`src/rtl/bus_pkg.sv`:
```
// Shared bus field widths, arbiter state encoding and the read data returned on a bus timeout.
package bus_pkg;
  localparam int ADDR_W = 32;
  localparam int DATA_W = 32;
  localparam int STRB_W = 4;
  localparam int NUM_M  = 2;

  localparam logic [DATA_W-1:0] ERR_RDATA_DEF = 32'hDEAD_BEEF;

  typedef enum logic [1:0] {
    ST_IDLE = 2'd0,
    ST_BUSY = 2'd1,
    ST_ERR  = 2'd2
  } arb_state_t;
endpackage

```
`src/rtl/bus_arbiter_if.sv`:
```
// Two-master native valid/ready memory bus: per-master request side plus the shared slave side.
interface bus_arbiter_if;
  import bus_pkg::*;

  logic [NUM_M-1:0]             m_valid;
  logic [NUM_M-1:0]             m_instr;
  logic [NUM_M-1:0][ADDR_W-1:0] m_addr;
  logic [NUM_M-1:0][DATA_W-1:0] m_wdata;
  logic [NUM_M-1:0][STRB_W-1:0] m_wstrb;
  logic [NUM_M-1:0]             m_ready;
  logic [DATA_W-1:0]            m_rdata;

  logic                         s_valid;
  logic                         s_instr;
  logic [ADDR_W-1:0]            s_addr;
  logic [DATA_W-1:0]            s_wdata;
  logic [STRB_W-1:0]            s_wstrb;
  logic                         s_ready;
  logic [DATA_W-1:0]            s_rdata;

  modport master (
    output m_valid, m_instr, m_addr, m_wdata, m_wstrb,
    input  m_ready, m_rdata
  );

  modport slave (
    input  s_valid, s_instr, s_addr, s_wdata, s_wstrb,
    output s_ready, s_rdata
  );

  modport arb (
    input  m_valid, m_instr, m_addr, m_wdata, m_wstrb, s_ready, s_rdata,
    output m_ready, m_rdata, s_valid, s_instr, s_addr, s_wdata, s_wstrb
  );
endinterface

```
`src/rtl/rr_arbiter.sv`:
```
// Combinational 2-way round-robin pick; a lone requester always wins, a tie goes to the
// master that was not granted last. No state, no backpressure.
module rr_arbiter (
  input  logic [1:0] i_req,
  input  logic       i_last,
  output logic       o_any,
  output logic       o_pick
);
  assign o_any  = |i_req;
  assign o_pick = (&i_req) ? ~i_last : i_req[1];
endmodule

```
`src/rtl/bus_arbiter.sv`:
```
// Round-robin two-master bus arbiter: 1-cycle grant, combinational ready pass-through,
// forced idle cycle after each transaction, timeout completes hung transfers with an error.
module bus_arbiter
  import bus_pkg::*;
#(
  parameter int                TIMEOUT_CYCLES = 256,
  parameter logic [DATA_W-1:0] ERR_RDATA      = ERR_RDATA_DEF
) (
  input  logic              clk,
  input  logic              reset_n,
  bus_arbiter_if.arb        bus,
  input  logic              err_clr,
  output logic              err_irq,
  output logic [ADDR_W-1:0] err_addr,
  output logic              err_master
);
  localparam int                TCNT_W   = $clog2(TIMEOUT_CYCLES);
  localparam logic [TCNT_W-1:0] TCNT_MAX = TCNT_W'(TIMEOUT_CYCLES - 1);

  arb_state_t        r_state;
  arb_state_t        w_state_nxt;
  logic              r_owner;
  logic              r_last;
  logic [TCNT_W-1:0] r_tcnt;

  logic              r_err_irq;
  logic [ADDR_W-1:0] r_err_addr;
  logic              r_err_master;

  logic              w_any;
  logic              w_pick;
  logic              w_err_set;

  logic [NUM_M-1:0]  w_m_ready;
  logic [DATA_W-1:0] w_m_rdata;
  logic              w_s_valid;
  logic              w_s_instr;
  logic [ADDR_W-1:0] w_s_addr;
  logic [DATA_W-1:0] w_s_wdata;
  logic [STRB_W-1:0] w_s_wstrb;

  rr_arbiter u_rr (
    .i_req  (bus.m_valid),
    .i_last (r_last),
    .o_any  (w_any),
    .o_pick (w_pick)
  );

  always_comb begin
    w_state_nxt = r_state;
    w_err_set   = 1'b0;
    w_m_ready   = '0;
    w_m_rdata   = '0;
    w_s_valid   = 1'b0;
    w_s_instr   = 1'b0;
    w_s_addr    = '0;
    w_s_wdata   = '0;
    w_s_wstrb   = '0;
    case (r_state)
      ST_IDLE: begin
        if (w_any) w_state_nxt = ST_BUSY;
      end
      ST_BUSY: begin
        w_s_valid          = bus.m_valid[r_owner];
        w_s_instr          = bus.m_instr[r_owner];
        w_s_addr           = bus.m_addr[r_owner];
        w_s_wdata          = bus.m_wdata[r_owner];
        w_s_wstrb          = bus.m_wstrb[r_owner];
        w_m_ready[r_owner] = bus.s_ready;
        w_m_rdata          = bus.s_rdata;
        // A master that abandons its request is released silently, not flagged.
        if (bus.s_ready || !bus.m_valid[r_owner]) w_state_nxt = ST_IDLE;
        else if (r_tcnt == TCNT_MAX)              w_state_nxt = ST_ERR;
      end
      ST_ERR: begin
        w_m_ready[r_owner] = 1'b1;
        w_m_rdata          = ERR_RDATA;
        w_err_set          = 1'b1;
        w_state_nxt        = ST_IDLE;
      end
      default: w_state_nxt = ST_IDLE;
    endcase
  end

  always_ff @(posedge clk or negedge reset_n) begin
    if (!reset_n) begin
      r_state <= ST_IDLE;
      r_owner <= 1'b0;
      r_last  <= 1'b1;
      r_tcnt  <= '0;
    end else begin
      r_state <= w_state_nxt;
      if (r_state == ST_IDLE && w_any) begin
        r_owner <= w_pick;
        r_last  <= w_pick;
        r_tcnt  <= '0;
      end else if (r_state == ST_BUSY) begin
        r_tcnt  <= r_tcnt + TCNT_W'(1);
      end
    end
  end

  // A new timeout beats a simultaneous clear, so no error is ever lost.
  always_ff @(posedge clk or negedge reset_n) begin
    if (!reset_n) begin
      r_err_irq    <= 1'b0;
      r_err_addr   <= '0;
      r_err_master <= 1'b0;
    end else if (w_err_set) begin
      r_err_irq <= 1'b1;
      if (!r_err_irq || err_clr) begin
        r_err_addr   <= bus.m_addr[r_owner];
        r_err_master <= r_owner;
      end
    end else if (err_clr) begin
      r_err_irq    <= 1'b0;
      r_err_addr   <= '0;
      r_err_master <= 1'b0;
    end
  end

  assign bus.m_ready = w_m_ready;
  assign bus.m_rdata = w_m_rdata;
  assign bus.s_valid = w_s_valid;
  assign bus.s_instr = w_s_instr;
  assign bus.s_addr  = w_s_addr;
  assign bus.s_wdata = w_s_wdata;
  assign bus.s_wstrb = w_s_wstrb;

  assign err_irq    = r_err_irq;
  assign err_addr   = r_err_addr;
  assign err_master = r_err_master;
endmodule

```
`src/flat_wrapper.sv`:
```
// flat-port wrapper written by rule: the top's interface ports become plain ports
module bus_arbiter_flat import bus_pkg::*;
#(
  parameter int                TIMEOUT_CYCLES = 256,
  parameter logic [DATA_W-1:0] ERR_RDATA      = ERR_RDATA_DEF
)
  (clk, reset_n, err_clr, err_irq, err_addr, err_master, bus_m_valid, bus_m_instr, bus_m_addr, bus_m_wdata, bus_m_wstrb, bus_s_ready, bus_s_rdata, bus_m_ready, bus_m_rdata, bus_s_valid, bus_s_instr, bus_s_addr, bus_s_wdata, bus_s_wstrb);
  bus_arbiter_if bus_i ();
  input  logic clk;
  input  logic reset_n;
  input  logic err_clr;
  output logic err_irq;
  output logic [ADDR_W-1:0] err_addr;
  output logic err_master;
  input wire logic [$bits(bus_i.m_valid)-1:0] bus_m_valid;
  input wire logic [$bits(bus_i.m_instr)-1:0] bus_m_instr;
  input wire logic [$bits(bus_i.m_addr)-1:0] bus_m_addr;
  input wire logic [$bits(bus_i.m_wdata)-1:0] bus_m_wdata;
  input wire logic [$bits(bus_i.m_wstrb)-1:0] bus_m_wstrb;
  input wire logic [$bits(bus_i.s_ready)-1:0] bus_s_ready;
  input wire logic [$bits(bus_i.s_rdata)-1:0] bus_s_rdata;
  output wire logic [$bits(bus_i.m_ready)-1:0] bus_m_ready;
  output wire logic [$bits(bus_i.m_rdata)-1:0] bus_m_rdata;
  output wire logic [$bits(bus_i.s_valid)-1:0] bus_s_valid;
  output wire logic [$bits(bus_i.s_instr)-1:0] bus_s_instr;
  output wire logic [$bits(bus_i.s_addr)-1:0] bus_s_addr;
  output wire logic [$bits(bus_i.s_wdata)-1:0] bus_s_wdata;
  output wire logic [$bits(bus_i.s_wstrb)-1:0] bus_s_wstrb;
  assign bus_i.m_valid = bus_m_valid;
  assign bus_i.m_instr = bus_m_instr;
  assign bus_i.m_addr = bus_m_addr;
  assign bus_i.m_wdata = bus_m_wdata;
  assign bus_i.m_wstrb = bus_m_wstrb;
  assign bus_i.s_ready = bus_s_ready;
  assign bus_i.s_rdata = bus_s_rdata;
  assign bus_m_ready = bus_i.m_ready;
  assign bus_m_rdata = bus_i.m_rdata;
  assign bus_s_valid = bus_i.s_valid;
  assign bus_s_instr = bus_i.s_instr;
  assign bus_s_addr = bus_i.s_addr;
  assign bus_s_wdata = bus_i.s_wdata;
  assign bus_s_wstrb = bus_i.s_wstrb;
  bus_arbiter #(.TIMEOUT_CYCLES(TIMEOUT_CYCLES), .ERR_RDATA(ERR_RDATA)) u_core (.clk(clk), .reset_n(reset_n), .bus(bus_i), .err_clr(err_clr), .err_irq(err_irq), .err_addr(err_addr), .err_master(err_master));
endmodule
```
`config.mk`:
```
export PLATFORM = sky130hd
export DESIGN_NAME = bus_arbiter_flat
export DESIGN_NICKNAME = d
export VERILOG_FILES = /design/src/rtl/bus_pkg.sv /design/src/rtl/bus_arbiter_if.sv /design/src/rtl/rr_arbiter.sv /design/src/rtl/bus_arbiter.sv /design/src/flat_wrapper.sv
export SDC_FILE = /design/constraint.sdc
export NUM_CORES = 1
export LEC_CHECK = 0
export CORE_AREA = 2 2 123 125
export DETAILED_ROUTE_END_ITERATION = 7
export DIE_AREA = 0 0 125 127
export MAX_ROUTING_LAYER = met4
export SETUP_SLACK_MARGIN = 0.1
export SLEW_MARGIN = 20
export SYNTH_ARGS = -nofsm -noshare
export SYNTH_HDL_FRONTEND = slang
export SYNTH_SLANG_ARGS = --single-unit
```
`constraint.sdc`:
```
create_clock -name clk -period 2.7 [get_ports clk]
set_input_delay 0.27 -clock clk [delete_from_list [all_inputs] [get_ports clk]]
set_output_delay 0.27 -clock clk [all_outputs]
set_load 0.01 [all_outputs]
```
==> flow_summary.toml <==
[run_status]
status = "complete, no violations"

[logic_synthesis]
synth_largest_area_cell = "dfrtp_1"
syn_inst = 371
async_flop_share_pct = 100
yosysWarnings = 0
synth.distinct_cells = 29
syn_nets = 551
avgSynthCellArea_um2 = 8.89
netlist_top_cells_area = "dfrtp_1 (34%), mux2i_1 (21%), nor2b_1 (13%)"
synth-seq-cells = 46
seq_area_frac_synth_pct = 34.9
synth_edf_count = 0
syn_area_um2 = 3300
ys.flop_type = "dfrtp_1"
yosysTopAreaCellShare_pct = 34.1

[place]
io_buffers = 313
dp_hpwl_mm = 11.7
gp_congestion = 0.894
dp_slack_ps = 457

[layout]
fill_cells = 1381
multiInputGateArea_um2 = 2000
syn_to_final_growth_pct = 107
n_antenna_cell = 0
layout.nets = 856
drive_above_1_share_pct = 3.99
register_area_um2 = 1160

[timing]
tightest_slew_ps = 614
worst_slack_ps = 221
rsz0062_at_grt = "no"
skew_ps = 2.83
maxSlewViolCount = 0
min_period_ps = 2480
worst_hold_slack_ps = 483
setup_viol = 0
hold_viol = 0
relSlewSlack_pct = 59.0
fin_crit_sh_pct = 91.8
max_clock_freq_mhz = 403
fin_tns_setup_ps = 0

[critical_path]
worstSetupPathType = "flip-flop to primary output"
worst_setup_path_start_kind = "flip-flop"
crit_required_ps = 2430
cp-end-kind = "primary output"
worstPathArrival_ps = 2210
worstPathMaxFanout = 24

[routing]
wirelength_mm = 14.3
first_pass_iters = 4
viasPerCell = 4.40
routedWlPerCell_um = 16.6
drc = 0
vias = 3789
drt_iter0_markers = 128
ant_nets = 0

[cts]
cts_buffers = 5
cts_max_path_buffers = 2
clock_latency_ps = 280
cts-root-buf = "clkbuf_16"
tritoncts = "built"
h-tree-depth = 2
path_clk_slew_ps = 60
cts_sinks = 46
cts_setup_buffers = 0

[grt]
grt_start_max_net_pins = 54
antenna_found_initial = 0
grtUsageMet1_pct = 20.3
first_global_vias = 3936
grt-busiest-layer = "met2"
overflow = 0
gr-usage-met2_pct = 31.0
grt_usage_pct = 17.3
grt_use_met3_pct = 3.31
grt_pass1_wl_mm = 21.6

[power_and_ir_drop]
peakVddDrop_uv = 446
fin_total_pwr_uw = 4710
p_per_area_nw_per_um2 = 689
leakagePower_uw = 0.00301

[flow_run]
cap_violations = 0

[floorplan]
fp.dieArea_um2 = 15900
io_pins = 314
core-area_um2 = 14400
die-height_um = 127
die_w_um = 125
num_rows = 44
initial_core_util_pct = 22.9

[min_path]
min_path_type = "flip-flop to flip-flop"
[critical path, cell delays in order, from the launching register on]
cell and delay (ps):
dfrtp_1 380, inv_1 90, ha_2 400, and2_1 170
buf_6 200, a21o_1 140, clkdlybuf4s50_1 540
[cells by family after synthesis]
| logic type | Yosys count | synth area share (%) |
|---|---|---|
| AOI/OAI and AO/OA | 70 | 13.0 |
| xor gates and xnor gates | 5 | 1.33 |
| adders and majority gates | 4 | 1.52 |
| buffers and inverters | 34 | 4.59 |
| DFF | 46 | 34.9 |
| muxes | 71 | 21.6 |
| and+or+nand+nor | 141 | 23.0 |
[Yosys cell counts (all sizes together), types with 2 or more instances]
cell type  number
nor2           10
a32o            2
o21ai          34
a21o           24
or3             2
nor2b          71
nand2          39
a21oi           6
ha              4
clkbuf         17
inv             4
nand4           4
xor2            4
dfrtp          45
mux2i          70
buf            13
and3            9
and2            2
nand2b          2
[layer usage]
| metal | wire, um | share of wire (%) |
|---|---|---|
| met1 | 5860 | 41 |
| met2 | 7300 | 51 |
| met3 | 842 | 5.9 |
| met4 | 259 | 1.8 |
| met5 | 0 | 0 |
[worst paths after layout]
check / from / to / slack (ps) / cells after the start
max: u_core.r_state[1]$_DFFE_PN0P_ / bus_m_rdata[25] / 220 / 6
min: u_core.err_addr[15]$_DFFE_PN0P_ / u_core.err_addr[15]$_DFFE_PN0P_ / 480 / 2
max reg2reg: u_core.r_state[1]$_DFFE_PN0P_ / u_core.r_tcnt[5]$_DFFE_PN0P_ / 830 / 6
min reg2reg: u_core.err_addr[15]$_DFFE_PN0P_ / u_core.err_addr[15]$_DFFE_PN0P_ / 480 / 2
max in group asynchronous: reset_n / u_core.err_addr[30]$_DFFE_PN0P_ / 1630 / 3
min in group asynchronous: reset_n / u_core.err_addr[15]$_DFFE_PN0P_ / 500 / 2
[metrics by stage]
step           util [%]  cells  instance area (um^2)
2_1_floorplan         -    371                  3300
3_3_place_gp       46.3    852                  6670
3_5_place_dp       46.3    852                  6670
4_1_cts            47.4    861                  6830
5_1_grt            47.4    861                  6840
6_report           47.4    861                  6840
[cells in the final DEF (no fill, tap or decap), drive strengths merged, types with 2 or more instances in the layout]
cell type / count
clkdlybuf4s50: 312
dfrtp: 45
buf: 15
clkbuf: 7
nand2: 39
a21o: 24
and3: 9
nor2b: 71
or3: 2
and2: 2
o21ai: 34
inv: 4
nand4: 4
nand2b: 2
a21oi: 6
nor2: 10
ha: 4
a32o: 2
mux2i: 70
xor2: 4
[cell type report]
type	count	share of cell area, %
Tap cell	184	3.37
Clock inverter	1	0.0732
Sequential cell	46	16.9
Inverter	4	0.219
Multi-Input combinational cell	291	29.3
Clock buffer	7	2.09
Timing Repair Buffer	328	48.1
[report_power, final]
part | switching (uW) | internal [uW]
Sequential | 153 | 737
Combinational | 1320 | 1900
Clock | 241 | 367
Total | 1710 | 3000
[state kept, by name, indices dropped and copies added (netlist names)]
register,count
u_core.r_owner,1
u_core.err_master,1
u_core.err_addr,32
u_core.err_irq,1
u_core.r_state,2
u_core.r_tcnt,8
u_core.r_last,1
[repair_timing]
action                     4_1_cts  5_1_grt
setup endpoints to repair        0       24
hold endpoints to repair        21        0
hold buffers                     1        0
resized for setup                0        3
No activity file was read; power rests on OpenSTA's default activity.
